### src/rtl/mrram_wr_arb.sv
// ============================================================================
//  Module   : mrram_wr_arb
//  Function : Round-robin write-port arbiter for a multi-read-port register file
//  Revision : 1.0
// ============================================================================
`default_nettype none

module mrram_wr_arb #(
  parameter int MEMD  = 16,
  parameter int DATAW = 32,
  parameter int nWREQ = 4,
  localparam int ADDRW = (MEMD > 1) ? $clog2(MEMD) : 1
) (
  input  logic                     clk,
  input  logic                     rst,
  input  logic                     hold,
  input  logic [nWREQ-1:0]         req_valid,
  input  logic [nWREQ*ADDRW-1:0]   req_addr,
  input  logic [nWREQ*DATAW-1:0]   req_data,
  output logic [nWREQ-1:0]         req_ready,
  output logic                     WEnb,
  output logic [ADDRW-1:0]         WAddr,
  output logic [DATAW-1:0]         WData,
  output logic [15:0]              wait_cnt
);

  localparam int             PTRW   = $clog2(nWREQ);
  localparam logic [PTRW:0]  NREQ_W = (PTRW+1)'(nWREQ);
  localparam logic [PTRW:0]  ONE_W  = (PTRW+1)'(1);

  logic [PTRW-1:0]  ptr_q;
  logic [PTRW-1:0]  ptr_d;
  logic             wen_q;
  logic [ADDRW-1:0] waddr_q;
  logic [DATAW-1:0] wdata_q;
  logic [15:0]      wait_cnt_q;

  logic             gnt_found;
  logic [PTRW-1:0]  gnt_idx;
  logic             xfer;
  logic [ADDRW-1:0] sel_addr;
  logic [DATAW-1:0] sel_data;
  logic [PTRW:0]    ptr_inc;

  // Rotating search starting at ptr_q; first valid requester wins.
  always_comb begin
    gnt_found = 1'b0;
    gnt_idx   = '0;
    for (int k = 0; k < nWREQ; k++) begin
      logic [PTRW:0] s;
      s = {1'b0, ptr_q} + k[PTRW:0];
      if (s >= NREQ_W) s = s - NREQ_W;
      if (!gnt_found && req_valid[s[PTRW-1:0]]) begin
        gnt_found = 1'b1;
        gnt_idx   = s[PTRW-1:0];
      end
    end
    if (hold || rst) gnt_found = 1'b0;
  end

  always_comb begin
    req_ready = '0;
    if (gnt_found) req_ready[gnt_idx] = 1'b1;
  end

  assign xfer = gnt_found;

  // Grant is one-hot, so an OR-reduction mux selects the winning slices.
  always_comb begin
    sel_addr = '0;
    sel_data = '0;
    for (int i = 0; i < nWREQ; i++) begin
      if (req_ready[i]) begin
        sel_addr = sel_addr | req_addr[i*ADDRW +: ADDRW];
        sel_data = sel_data | req_data[i*DATAW +: DATAW];
      end
    end
  end

  always_comb begin
    ptr_inc = {1'b0, gnt_idx} + ONE_W;
    ptr_d   = ptr_q;
    if (xfer) ptr_d = (ptr_inc == NREQ_W) ? '0 : ptr_inc[PTRW-1:0];
  end

  always_ff @(posedge clk) begin
    if (rst) begin
      ptr_q      <= '0;
      wen_q      <= 1'b0;
      waddr_q    <= '0;
      wdata_q    <= '0;
      wait_cnt_q <= '0;
    end else begin
      ptr_q <= ptr_d;
      wen_q <= xfer;
      if (xfer) begin
        waddr_q <= sel_addr;
        wdata_q <= sel_data;
      end
      // Contention is counted even while hold blocks grants.
      if (($countones(req_valid) >= 2) && (wait_cnt_q != 16'hFFFF))
        wait_cnt_q <= wait_cnt_q + 16'd1;
    end
  end

  assign WEnb     = wen_q;
  assign WAddr    = waddr_q;
  assign WData    = wdata_q;
  assign wait_cnt = wait_cnt_q;

endmodule

`default_nettype wire

### config.mk
export PLATFORM = sky130hd
export DESIGN_NAME = mrram_wr_arb
export DESIGN_NICKNAME = d
export VERILOG_FILES = /design/src/rtl/mrram_wr_arb.sv
export SDC_FILE = /design/constraint.sdc
export NUM_CORES = 1
export LEC_CHECK = 0
export CORE_MARGIN = 5
export CORE_UTILIZATION = 38
export DETAILED_ROUTE_END_ITERATION = 16
export PLACE_DENSITY_LB_ADDON = 0.05
export SKIP_CTS_REPAIR_TIMING = 1
export SKIP_LAST_GASP = 1
export SYNTH_ARGS = -nofsm -noshare
export SYNTH_HDL_FRONTEND = slang
export SYNTH_SLANG_ARGS = --single-unit
### constraint.sdc
create_clock -name clk -period 5.1 [get_ports clk]
set_input_delay 1.02 -clock clk [delete_from_list [all_inputs] [get_ports clk]]
set_output_delay 1.02 -clock clk [all_outputs]
set_load 0.01 [all_outputs]
* Word-level counts from Yosys, hierarchy flattened
Cells that the tools add are included.
Word-level totals: register bits 55, output and inout port bits 57, word-level logic and storage cells 78
Cells by class: $add $sub $neg 12, magnitude comparators 11, equal/unequal tests 2, mux-type cells 33, bitwise operators 6, reduce and logical (&&, ||, !) cells 9
Operator list (count):
- $mux 32 | 4
- $or 32x32->32 | 3
- $mux 4 | 5
- $mux 2 | 9
- $add 16x1->16 const B | 1
- $ne 16x16->1 const B | 1
- $lt 2x3->1 const B | 5
- $or 4x4->4 | 3
- $mux 1 | 10
- $ge 3x3->1 const B | 3
- $bmux 1 s2 | 4
- $sub 2x1->2 const B | 4
- $add 2x1->3 const B | 2
- $add 2x2->3 const B | 2
- $logic_and 1x1->1 | 5
- $add 1x1->2 | 2
- $add 2x2->3 | 1
- $eq 3x3->1 const B | 1
- $ge 2x3->1 const B | 1
- $ge 3x2->1 const B | 1
- $logic_not 1->1 | 3
- $demux 1 s2 | 1
- $ge 2x1->1 const B | 1
- $logic_or 1x1->1 | 1

* Logic depth before layout (Yosys ltp)
word-level depth 26, depth in mapped cells 10, mapped depth without buffers 8

* Worst setup path before layout
No wires, ideal clock.
path kind input -> output, start input port req_valid[0], end output port req_ready[3], arrival time 2.621 ns, required time 4.080 ns, path slack 1.459 ns, cell stages on the path 8, path through inv_1 > o22ai_1 > a221oi_1 > nor2b_1 > ha_1 > clkbuf_1 > clkbuf_1 > and2_1
On the way: cells in the longest elaborated chain, start to end 17
Ends and longest elaborated chain:
- start, declared | line 17 | input logic [nWREQ-1:0] req_valid,
- $bmux 1 s2 | line 53 | if (!gnt_found && req_valid[s[PTRW-1:0]]) begin
- $mux 1 (not written as such) | line 53
- $mux 1 | line 53
- $logic_not 1->1 | line 53
- $logic_and 1x1->1 | line 53
- $mux 1 | line 53
- $logic_not 1->1 | line 53
- $logic_and 1x1->1 | line 53
- $mux 1 | line 53
- $logic_not 1->1 | line 53
- $logic_and 1x1->1 | line 53
- $mux 2 | line 53
- $lt 2x3->1 (not written as such) / $ge 2x1->1 (equally long branches) | line 63 | if (gnt_found) req_ready[gnt_idx] = 1'b1;
- $logic_and 1x1->1 (not written as such) | line 63
- $mux 1 (not written as such) | line 63
- $demux 1 s2 | line 63
- $mux 4 (*) | line 63
- end, declared | line 20 | output logic [nWREQ-1:0] req_ready,
Mark *: on every way between the ends. The rest lies on a longest branch, timed or not. The select of a mux whose other input is x is not followed.

* Worst setup path in the final report
start input port req_valid[1], end output port req_ready[1]
Same word-level chain as after synthesis.

==> results.json <==
{
  "synthTopCellsByCount": "dfxtp_1, nand3_1, a221oi_1, o21ai_1, a22o_1",
  "grtUsageMet3_pct": 7.573,
  "place_hpwl_um": 8598,
  "vias": 3486,
  "fin_skew_ps": 5.076,
  "tightest_slew_ps": 745.2,
  "row_count": 32,
  "grt_antenna_before_repair": 0,
  "grt.total_usage_pct": 21.41,
  "grtUsageMet1_pct": 23.71,
  "grt_pass1_vias": 3458,
  "drv_slew": 0,
  "r2r_slack_ps": 2720,
  "swShare_pct": 30.85,
  "p_seq_share_pct": 38.4,
  "min_period_ps": 4303,
  "holdPathEnd": "WAddr[1]",
  "status": "finished, final reports clean",
  "syn_inst": 346,
  "finalSetupTns_ps": 0,
  "crit_path_start_kind": "input pin",
  "htreeDepth": 2,
  "critPathMaxFanout": 4,
  "diodes": 0,
  "syn_area_per_cell_um2": 8.643,
  "place_congestion": 0.8548,
  "drt-total-wl_um": 10980,
  "fp.dieW_um": 98.71,
  "clockRootBuffer": "clkbuf_8",
  "viasPerCell": 5.455,
  "synth_mux_area_share_pct": 1.799,
  "start_util_pct": 38.90,
  "postRouteAntennaNets": 0,
  "end_kind": "output port",
  "ios": 208,
  "report.final.hold_viol_count": 0,
  "setup-violations-final": 0,
  "hold_start": "WAddr[1]",
  "power_mw": 1.341,
  "synth_top_cell_area_share_pct": 36.82,
  "synth_xor_area_share_pct": 0,
  "yosys.area_share.simple_pct": 18.37,
  "path_common_cell": "clkdlybuf4s50_1",
  "timing.max_cap.violations": 0,
  "clkSlewWorstSetupHoldPaths_ps": 90,
  "yosys_register_bits": 55,
  "synth_compound_area_share_pct": 35.02,
  "cp.required_ps": 4080,
  "grt_max_degree": 76,
  "cts_sinks": 55,
  "synth.area.top_cells": "dfxtp_1, a221oi_1, a22o_1, nand3_1, o21ai_1",
  "rsz0062_at_grt": "no",
  "dr.pass1.iters": 4,
  "synth_top_family_by_area": "compound AO/OA/AOI/OAI gates",
  "power.leakage_nw": 1.858,
  "ff2ff_path_depth": 9,
  "syn-cell-area_mm2": 0.002990,
  "crit_family": "buffers and inverters",
  "ir_drop_v": 0.0001364,
  "core_area_mm2": 0.007687,
  "dieArea_mm2": 0.009744,
  "power_frac_clock_pct": 19.0,
  "drc": 0,
  "cp_slowest_cell": "clkdlybuf4s50_1",
  "r2r_end": "WAddr[0]",
  "routedWlPerCell_um": 17.19,
  "syn-num-nets": 503,
  "grtUsageMet2_pct": 39.89,
  "cts_buffers": 5,
  "ys_types": 46,
  "fin_nets": 693,
  "max_slew_margin_pct": 49.86,
  "crit_type": "input pin to output port",
  "insertion_delay_ps": 290,
  "p_int_mw": 0.9274,
  "synth_ff_type": "dfxtp_1",
  "holdPathStages": 2,
  "drive_above_1_share_pct": 3.724,
  "yosysMostFrequentCell": "dfxtp_1",
  "portBuffers": 207,
  "cts_tree": "built",
  "area.growth.synth_to_final_pct": 74.48,
  "grt_overflow": 0,
  "r2r-start": "ptr_q[0]",
  "yosys.area.top_type": "dfxtp_1",
  "hold_path.class": "flip-flop to flip-flop",
  "grt_pass1_wl_um": 16980,
  "synth_edf_count": 0,
  "yosysSeqAreaShare_pct": 36.82,
  "slowest_delay_ps": 560,
  "synth_warnings": 0,
  "fin_crit_sh_pct": 84.37,
  "async_reset_ff_share_pct": 0,
  "die_h_um": 98.71,
  "synth_fa_ha_area_share_pct": 2.762,
  "path_cells": "clkdlybuf4s50_1 -> nand2b_1 -> a21oi_1 -> a221oi_1 -> nor2b_1 -> ha_1 -> and2_1 -> clkdlybuf4s50_1",
  "power_frac_comb_pct": 42.6,
  "top_usage_layer": "met2",
  "worst-path-buf-inv": 2,
  "drt_iter0_drc": 107,
  "max_freq_ghz": 0.2324,
  "clockBufferDepth": 2,
  "power_density_mw_per_mm2": 257.1,
  "crit_arrival_ps": 3280,
  "power.switching_mw": 0.4138
}
==> placed cells by master (no fill, tap or decap), types with 3 or more instances in the layout <==
master,Yosys,layout
mux2_1,3,3
ha_1,5,5
buf_4,0,6
a22o_1,36,36
and2_1,5,5
o21ai_1,37,37
nor2b_1,4,4
a21oi_1,13,13
o31ai_1,4,4
inv_1,8,8
nor4_1,3,3
o41ai_1,3,3
nand2_1,11,11
or4_1,5,5
clkdlybuf4s50_1,0,207
clkbuf_8,0,7
dfxtp_1,55,55
nand3_1,42,42
nor2_1,9,9
nand2b_1,4,4
a221oi_1,37,37
==> kinds of logic (layout without fill, tap and decap cells) <==
logic type               count (synthesis)  after routing
adder cells (fa/ha/maj)                  6              6
AND/OR/NAND/NOR                         97             97
AO/OA/AOI/OAI                          143            143
multiplexers                             5              5
flip-flops                              55             55
buffers and inverters                   40            231
==> flip-flops by register name, indices dropped and copies added (netlist names) <==
register and count:
WAddr 4, WData 32, WEnb 1, ptr_q 2, wait_cnt 16
==> cell type report <==
class | instances | area (µm²)
Fill cell | 678 | 2470
Timing Repair Buffer | 213 | 2117
Inverter | 10 | 37.54
Multi-Input combinational cell | 251 | 1734
Tap cell | 102 | 127.6
Sequential cell | 55 | 1101
Clock buffer | 8 | 100.1
==> stage by stage <==
step                hold WS (ps)  instances  area [µm²]  util [%]  setup WS [ps]
global placement           447.2        631        5117     66.57          885.0
finish                     464.1        639        5218     67.87          797.3
global route               486.7        639        5218     67.87          684.3
floorplan                  475.1        346        2990         -           1459
detailed placement         452.8        631        5117     66.57          812.2
CTS                        465.6        639        5218     67.87          787.7
==> power by group through the flow <==
stage | sequential (mW) | combinational, mW | clock, mW
after floorplan | 0.544 | 0.261 | 0
after global placement | 0.520 | 0.574 | 0
after detailed placement | 0.524 | 0.579 | 0
after CTS | 0.515 | 0.580 | 0.265
after global routing | 0.521 | 0.621 | 0.276
final | 0.514 | 0.572 | 0.255
==> worst register-to-register path, cell delays in order, from the launching register on <==
cell,delay [ps]
dfxtp_1,400
nand2b_1,140
a21oi_1,80
a221oi_1,370
nand2b_1,160
ha_1,240
buf_4,250
a22o_1,240
a221oi_1,260
o21ai_1,110
==> per-layer routing <==
metal	share of wire, %	wire length [µm]
met4	0.64	70
met1	39	4298
met5	0	0
met3	7.9	865
met2	52	5748
==> worst max path at each step <==
stage,startpoint,slack (ps),cells after the start,end
after floorplan,req_valid[0],1460,8,req_ready[3]
after global placement,req_valid[3],880,7,req_ready[1]
after detailed placement,req_valid[1],810,8,req_ready[3]
after CTS,req_valid[1],790,8,req_ready[1]
after global routing,req_valid[1],680,8,req_ready[3]
final,req_valid[1],800,8,req_ready[1]
Power figures use the tool's default switching activity.
